## config.mk

```make
export PLATFORM = sky130hd
export DESIGN_NAME = tpu_mac_cell
export DESIGN_NICKNAME = d
export VERILOG_FILES = /design/src/rtl/tpu_pkg.sv /design/src/rtl/tpu_mac_addsat.sv /design/src/rtl/tpu_mac_cell.sv
export SDC_FILE = /design/constraint.sdc
export NUM_CORES = 1
export LEC_CHECK = 0
export ABC_AREA = 1
export BUFFER_PORTS_ARGS = -buffer_cell sky130_fd_sc_hd__buf_2
export CORE_UTILIZATION = 53
export DETAILED_ROUTE_END_ITERATION = 12
export GPL_ROUTABILITY_DRIVEN = 1
export PLACE_DENSITY = 0.78
export RECOVER_POWER = 50
export SYNTH_ARGS = -nofsm -noshare
export SYNTH_HDL_FRONTEND = slang
export SYNTH_SLANG_ARGS = --single-unit
export TNS_END_PERCENT = 10
```

## constraint.sdc

```tcl
create_clock -name clk -period 4.91 [get_ports clk]
set_clock_uncertainty 0.15 [all_clocks]
set_input_delay 0.982 -clock clk [delete_from_list [all_inputs] [get_ports clk]]
set_output_delay 0.982 -clock clk [all_outputs]
set_load 0.05 [all_outputs]
```

## src/rtl/tpu_pkg.sv

```systemverilog
// Shared widths, operand/accumulator types and saturation limits for the TPU MAC cell.
// The limits only take effect in builds with TPUMAC_SATURATE_EN defined.
package tpu_pkg;

    localparam int unsigned BITS_AB = 8;
    localparam int unsigned BITS_C  = 16;

    typedef logic signed [BITS_AB-1:0] ab_t;
    typedef logic signed [BITS_C-1:0]  c_t;

    localparam c_t C_MAX = {1'b0, {(BITS_C-1){1'b1}}};
    localparam c_t C_MIN = {1'b1, {(BITS_C-1){1'b0}}};

endpackage

```

## src/rtl/tpu_mac_addsat.sv

```systemverilog
// Combinational accumulator adder: acc + prod, with optional clamping to C_MAX/C_MIN.
// The ovf output flags signed overflow of the raw sum, whether or not clamping is enabled.
module tpu_mac_addsat
    import tpu_pkg::*;
(
    input  c_t   acc,
    input  c_t   prod,
    input  logic sat_en,
    output c_t   sum,
    output logic ovf
);

    c_t raw;

    always_comb begin
        raw = acc + prod;
        // Overflow: both addends agree in sign but the raw sum does not.
        ovf = (acc[BITS_C-1] == prod[BITS_C-1]) && (raw[BITS_C-1] != acc[BITS_C-1]);
        sum = raw;
        if (sat_en && ovf) begin
            sum = acc[BITS_C-1] ? C_MIN : C_MAX;
        end
    end

endmodule

```

## src/rtl/tpu_mac_cell.sv

```systemverilog
// One systolic-array processing element: passes A east and B south, accumulates A*B into C.
// Define TPUMAC_SATURATE_EN to clamp the accumulator and add the sticky sat output.
module tpu_mac_cell #(
    parameter int unsigned BITS_AB = tpu_pkg::BITS_AB,
    parameter int unsigned BITS_C  = tpu_pkg::BITS_C
) (
    input  logic                      clk,
    input  logic                      rst,
    input  logic                      en,
    input  logic                      WrEn,
    input  logic signed [BITS_AB-1:0] Ain,
    input  logic signed [BITS_AB-1:0] Bin,
    input  logic signed [BITS_C-1:0]  Cin,
    output logic signed [BITS_AB-1:0] Aout,
    output logic signed [BITS_AB-1:0] Bout,
    output logic signed [BITS_C-1:0]  Cout
`ifdef TPUMAC_SATURATE_EN
    ,
    output logic                      sat
`endif
);

    import tpu_pkg::*;

`ifdef TPUMAC_SATURATE_EN
    localparam logic SatEn = 1'b1;
`else
    localparam logic SatEn = 1'b0;
`endif

    logic signed [BITS_AB-1:0] a_q, b_q;
    logic signed [BITS_C-1:0]  c_q, c_d;
    logic signed [BITS_C-1:0]  prod;
    logic signed [BITS_C-1:0]  acc_next;
    logic                      ovf;

    // Sign-extend before multiplying; the full 8x8 product always fits in BITS_C.
    assign prod = BITS_C'(Ain) * BITS_C'(Bin);

    tpu_mac_addsat u_addsat (
        .acc    (c_q),
        .prod   (prod),
        .sat_en (SatEn),
        .sum    (acc_next),
        .ovf    (ovf)
    );

    always_comb begin
        c_d = acc_next;
        if (WrEn) begin
            c_d = Cin;
        end
    end

    always_ff @(posedge clk) begin
        if (rst) begin
            a_q <= '0;
            b_q <= '0;
            c_q <= '0;
        end else if (en) begin
            a_q <= Ain;
            b_q <= Bin;
            c_q <= c_d;
        end
    end

`ifdef TPUMAC_SATURATE_EN
    logic sat_q, sat_d;

    // Sticky until the next load or reset.
    always_comb begin
        sat_d = sat_q | ovf;
        if (WrEn) begin
            sat_d = 1'b0;
        end
    end

    always_ff @(posedge clk) begin
        if (rst) begin
            sat_q <= 1'b0;
        end else if (en) begin
            sat_q <= sat_d;
        end
    end

    assign sat = sat_q;
`else
    logic unused_ovf;
    assign unused_ovf = ovf;
`endif

    assign Aout = a_q;
    assign Bout = b_q;
    assign Cout = c_q;

endmodule

```

==> run summary, run 1 <==
result of the run - finished with violations
failing checks - negative setup slack
post-route minimum period - 4.921 ns
start-to-end type of the worst setup path - in -> reg
Global Route Usage Sum - 0.2552
biggest fanout along the worst timing path - 9
buffer depth of the longest clock path - 2
longest individual stage delay on the worst path - 0.57 ns
CTS Hold Buffers Added - 0
most used flip-flop cell after synthesis - sky130_fd_sc_hd__dfxtp_1
final number of hold-violating endpoints - 0
gate count of the mapped netlist - 589
top achievable clock speed - 0.2032 GHz
area occupied by multi-input gates - 3457 sq um
CTS root buffer - sky130_fd_sc_hd__clkbuf_8
clock tree from TritonCTS - yes
fin. max-slew vios - 0
most frequent cell after synthesis - sky130_fd_sc_hd__nand2_1
mapped cell area - 4443 sq um
wire length of the first global-routing pass - 17340 microns
Simple-Gate Fraction of Synth Area - 0.2028
ratio of cells with drive above 1 in the final layout - 0.2355
post-route clock period utilization - 1.002
number of instances on the worst hold path - 2
die footprint - 8753 sq um
register clock-pin slew on the reported worst setup and hold paths - 0.08 ns
Most common cell on crit path - sky130_fd_sc_hd__fa_1
H-Tree Depth - 2
mux share of post-synthesis cell area - 0
net count after synthesis - 733
synth unique cells - 33
cell depth of the worst setup path - 20
xor and xnor fraction of the mapped netlist area - 0.005914
worst slack at placement - -0.4110 ns
count of final setup violators - 2
number of antenna-violating nets in the routed design - 0
Synth-to-Final Area Change - 25.23%
Rel. slew slack - 0.3491
adder and majority gate portion of the synthesized area - 0.4241
number of clock sinks seen by CTS - 32
count of inserted antenna diode cells - 0
Synth Area in Compound Gates - 0.08308
number of I/O port buffers - 67
flip-flop and latch count after synthesis - 32
total wire length - 10760 microns
post-layout instance area - 5564 sq um
num ports - 68
via count of the first global-routing pass - 3942
Data required, critical path - 4.95 ns
detailed-routing iteration count for the pre-antenna-repair pass - 5
worst-path cell chain - buf_4, nand2_4, clkinvlp_4, buf_4, fa_1, fa_1, fa_1, fa_1, ha_4, ha_4, a21oi_4, o21bai_1, inv_1, nand2_2, a21oi_2, inv_1, nand2_1, nand3_1, nand2_1, a21oi_2
Fin Hold WS - 0.3524 ns
Buf+Inv Stages, Crit Path - 5
end-of-flow core utilization - 0.6806
Startpoint Class - input port
clock latency of the later-clocked register in the worst-skew pair - 0.31 ns
leftover overflow at the end of global routing - 0
final setup slack of the worst path - -0.01119 ns
fill count - 677
logic depth of the worst register-to-register path - 18
number of vias per cell after detailed routing - 5.072
maximum number of pins on one net before global-route repair - 36
post-synthesis area per instance - 7.543 sq um
effective utilization at floorplan - 0.5435
Final GP Congestion - 0.8802
Register Area - 640.6 sq um
count of flip-flops with a built-in enable after synthesis - 0
library cell with the largest summed area after synthesis - sky130_fd_sc_hd__fa_1
Num CTS Buffers - 5
share of flip-flops with an asynchronous set or reset - 0
CP endpoint kind - flip-flop
Worst Tran Pin Value - 0.9753 ns
largest family of logic cells by synthesized area - adder cells
register area share after synthesis - 0.1442
library cell contributing the largest single delay on the critical path - sky130_fd_sc_hd__fa_1
Crit path arrival time - 4.96 ns
Die Width - 93.56 microns
instance area at placement - 5224 sq um
cell family contributing the most delay on the critical path - adder cells
max-cap check violation count - 0
average detailed-routed wire length per instance - 13.56 microns
fraction of synthesized cell area taken by the top area cell type - 0.3199
Die Ht - 93.56 microns
initial antenna violation count - 0
placeable core region - 8175 sq um
leading post-synthesis cells by instance count - sky130_fd_sc_hd__nand2_1 (139), sky130_fd_sc_hd__inv_1 (130), sky130_fd_sc_hd__fa_1 (71)
number of warning messages in the yosys log - 0
DRC violation count after routing - 0
final HPWL from detailed placement - 8485 microns
most area-consuming cells after synthesis - sky130_fd_sc_hd__fa_1 (32%), sky130_fd_sc_hd__dfxtp_1 (14%), sky130_fd_sc_hd__nand2_1 (12%)
count of standard-cell rows - 33
Hold Crit Class - reg -> reg
Final #Nets - 831
RSZ-0062 raised after global routing - yes
count of vias placed by the detailed router - 4022
DR iter-0 viols - 186
-- cell type report --
type,instances,share of cell area
Timing Repair Buffer,119,0.1320
Multi-Input combinational cell,395,0.6213
Tap cell,105,0.02361
Sequential cell,32,0.1151
Clock buffer,6,0.01484
Clock inverter,2,0.001799
Inverter,134,0.09130
-- logic make-up (layout without fill, tap and decap cells) --
| family | Yosys count | after routing |
|---|---|---|
| flops | 32 | 32 |
| xor+xnor | 3 | 3 |
| compound gates | 60 | 60 |
| simple gates | 224 | 224 |
| buf+inv | 162 | 261 |
| fa+ha+maj | 108 | 108 |
-- state kept, by name, indices dropped and copies added, names as in the netlist --
signal	flops
Aout	8
Bout	8
Cout	16
-- per-layer routing --
layer / part of all wire / GRT usage
met3: 0.047 / 0.03089
met2: 0.52 / 0.4718
met5: 0 / 0
met4: 0.019 / 0.05513
met1: 0.41 / 0.3174
-- per-stage QoR --
| stage | TNS, ns | cells |
|---|---|---|
| 2_1_floorplan | -0.4134 | 589 |
| 3_3_place_gp | -2.079 | 777 |
| 3_5_place_dp | -2.842 | 777 |
| 4_1_cts | -0.02515 | 787 |
| 5_1_grt | -0.8725 | 793 |
| 6_report | -0.01884 | 793 |
-- worst min-delay path, cell delays in order (launching register included) --
cell                      delay (ns)
sky130_fd_sc_hd__dfxtp_1        0.32
sky130_fd_sc_hd__o21ai_0        0.07
sky130_fd_sc_hd__nor2_1         0.07
-- cell usage in the layout (no fill, tap or decap), types with 16 or more instances in the layout --
master	instances
sky130_fd_sc_hd__nand2_1	132
sky130_fd_sc_hd__inv_1	127
sky130_fd_sc_hd__fa_1	67
sky130_fd_sc_hd__buf_4	49
sky130_fd_sc_hd__nor2_1	48
sky130_fd_sc_hd__buf_2	37
sky130_fd_sc_hd__dfxtp_1	32
sky130_fd_sc_hd__clkbuf_1	25
sky130_fd_sc_hd__nand3_1	24
sky130_fd_sc_hd__ha_1	21
sky130_fd_sc_hd__o21ai_0	20
sky130_fd_sc_hd__ha_4	16
-- path summary, 6_finish.rpt --
kind / end / startpoint / slack (ns)
setup / recovery: Cout[13] / Ain[7] / -0.01
hold / removal: Bout[3] / Bout[3] / 0.35
setup reg to reg: Cout[9] / Cout[6] / 0.54
hold reg to reg: Bout[3] / Bout[3] / 0.35
-- what timing repair did --
| action | in CTS | in global routing |
|---|---|---|
| endpoints found under the hold margin | 0 | 0 |
| cloned | 0 | 0 |
| buffers inserted | 2 | 6 |
| endpoints found under the setup margin | 6 | 8 |
| pin swaps | 19 | 26 |
| gates resized for setup | 11 | 30 |
Power of run 1 is not shown: default switching activity piles up to over one toggle a cycle in this logic, so the estimate is an artifact.
==> inputs of run 2 (changes only) <==
==> constraint.sdc (replaced) <==
create_clock -name clk -period 4.91 [get_ports clk]
set_clock_uncertainty 0.15 [all_clocks]
set_input_delay 0.2455 -clock clk [delete_from_list [all_inputs] [get_ports clk]]
set_output_delay 0.2455 -clock clk [all_outputs]
set_load 0.05 [all_outputs]
==> run 2 against run 1 <==
First-iteration DRC count grew 20%. Clock-buffer cell count shrank 1. Non-clock buffer count shrank 51. Critical path depth grew 1. The flow now finishes without violations. Worst hold slack lost 0.29 ns. Via count shrank 7.3%. Global-route usage shrank 0.95 points. Critical endpoint is now Cout[15]. Wire length shrank 11%.
==> run summary, run 2 (same netlist as run 1, synthesis figures left out) <==
leakage power - 2.770 nW
count of final setup violators - 0
ratio of cells with drive above 1 in the final layout - 0.1005
logic depth of the worst register-to-register path - 19
leftover overflow at the end of global routing - 0
CTS root buffer - sky130_fd_sc_hd__clkbuf_8
clock latency of the later-clocked register in the worst-skew pair - 0.30 ns
instance area at placement - 4798 sq um
placeable core region - 8175 sq um
final number of hold-violating endpoints - 0
number of clock sinks seen by CTS - 32
beginning of the worst register-to-register path - Cout[6]
end of the worst register-to-register path - Cout[15]
effective utilization at floorplan - 0.5435
Fin Hold WS - 0.06692 ns
# placed instances - 734
maximum number of pins on one net before global-route repair - 36
total wire length - 9620 microns
average detailed-routed wire length per instance - 12.96 microns
Worst Tran Pin Value - 0.9379 ns
Critical Path Sink - Cout[15]
biggest fanout along the worst timing path - 9
Post-CTS Setup Bufs - 0
number of vias per cell after detailed routing - 5.023
register clock-pin slew on the reported worst setup and hold paths - 0.07 ns
pwr dens - 705.8 nW/um^2
library cell contributing the largest single delay on the critical path - sky130_fd_sc_hd__fa_1
Die Ht - 93.56 microns
number of I/O port buffers - 67
die footprint - 8753 sq um
top achievable clock speed - 0.2238 GHz
post-layout power - 3.438 mW
final setup slack of the worst path - 0.4420 ns
Die Width - 93.56 microns
worst reg-to-reg setup slack - 0.45 ns
CTS Hold Buffers Added - 0
count of inserted antenna diode cells - 0
detailed-routing iteration count for the pre-antenna-repair pass - 4
Final GP Congestion - 0.8878
CP endpoint kind - flip-flop
Synth-to-Final Area Change - 9.631%
non-filler instance count after layout - 742
peak supply drop - 736.5 uV
Crit path arrival time - 4.50 ns
count of vias placed by the detailed router - 3727
wire length of the first global-routing pass - 16860 microns
start-to-end type of the worst setup path - in -> reg
num ports - 68
buffer depth of the longest clock path - 2
startpoint of the worst setup timing path - Bin[0]
longest individual stage delay on the worst path - 0.55 ns
setup TNS - 0 ns
most frequent standard cell in the layout excluding fill and tap cells - sky130_fd_sc_hd__nand2_1
Data required, critical path - 4.94 ns
Gates resized, CTS repair - 0
Num CTS Buffers - 5
fill count - 763
flip-flop count of the largest register after layout - 16
via count of the first global-routing pass - 3773
fin. max-slew vios - 0
Startpoint Class - input port
highest-count cells in the layout ignoring fill and taps - sky130_fd_sc_hd__nand2_1 (139), sky130_fd_sc_hd__inv_1 (130), sky130_fd_sc_hd__fa_1 (71), sky130_fd_sc_hd__nor2_1 (52), sky130_fd_sc_hd__ha_1 (37)
number of antenna-violating nets in the routed design - 0
H-Tree Depth - 2
Global Route Usage Sum - 0.2457
end-of-flow core utilization - 0.5958
worst slack at placement - 0.1120 ns
initial antenna violation count - 0
worst-path cell chain - buf_2, nand2_1, inv_1, fa_1, fa_1, fa_1, inv_1, fa_1, inv_1, ha_1, ha_1, nand2_1, inv_1, a21boi_0, nand2_1, nor2_1, inv_1, nand2_1, nand3_1, nand2_1, a21oi_2
DRC violation count after routing - 0
post-route clock period utilization - 0.9100
Hold Crit Class - in -> reg
cell family contributing the most delay on the critical path - adder cells
cell depth of the worst setup path - 21
clock tree from TritonCTS - yes
RSZ-0062 raised after global routing - no
Rel. slew slack - 0.3740
result of the run - finished, final reports clean
Buf+Inv Stages, Crit Path - 6
Final #Nets - 780
final HPWL from detailed placement - 7973 microns
DR iter-0 viols - 224
count of standard-cell rows - 33
post-route minimum period - 4.468 ns
post-layout instance area - 4871 sq um
max-cap check violation count - 0
[run 2: cell count changes in the layout (fill, tap and decap cells not counted), moves of 4 or more]
cell                       change
sky130_fd_sc_hd__ha_4         -16
sky130_fd_sc_hd__clkbuf_1      +6
sky130_fd_sc_hd__nand2_1       +7
sky130_fd_sc_hd__ha_1         +16
sky130_fd_sc_hd__buf_6         -4
sky130_fd_sc_hd__nand2_2       -6
sky130_fd_sc_hd__fa_1          +4
sky130_fd_sc_hd__buf_4        -48
sky130_fd_sc_hd__nor2_1        +4
sky130_fd_sc_hd__nor2_2        -4
sky130_fd_sc_hd__fa_2          -4
[run 2: how the worst min path moves through the flow]
stage	start	endpoint	slack (ns)	depth (start not counted)
5_1_grt	Bin[7]	Bout[7]	0.08	3
2_1_floorplan	Cin[7]	Cout[7]	0.29	2
3_3_place_gp	Bout[0]	Bout[0]	0.32	2
3_5_place_dp	Bout[6]	Bout[6]	0.33	2
6_report	Bin[7]	Bout[7]	0.07	3
4_1_cts	Bin[7]	Bout[7]	0.06	3
[run 2: final cells by class]
cell class,count,area [sq um],area share
clock buffer,5,68.82,0.01413
clock inverter,3,42.54,0.008734
inverter,134,503.0,0.1033
multi-input combinational,395,3181,0.6530
sequential,32,640.6,0.1315
tap,105,131.4,0.02697
timing repair buffer,68,304.0,0.06242
[run 2: per-layer routing]
metal  up-vias  GRT usage  wire length [microns]
li1       1839          -                      -
met2       101     0.4455                   4928
met1      1771     0.3075                   4095
met3        16    0.03415                    436
met4         0    0.05897                    159
met5         -          0                      0
[run 2: where the power goes]
group          switching, mW  internal (mW)
clock                  0.113          0.150
sequential            0.0550          0.309
combinational           1.74           1.07
[run 2: tightest hold or removal path, cell delays in order]
cell                       delay, ns
sky130_fd_sc_hd__buf_2          0.10
sky130_fd_sc_hd__clkinv_1       0.06
sky130_fd_sc_hd__a21oi_1        0.06
Note: power is estimated with default switching activity, not from simulation.
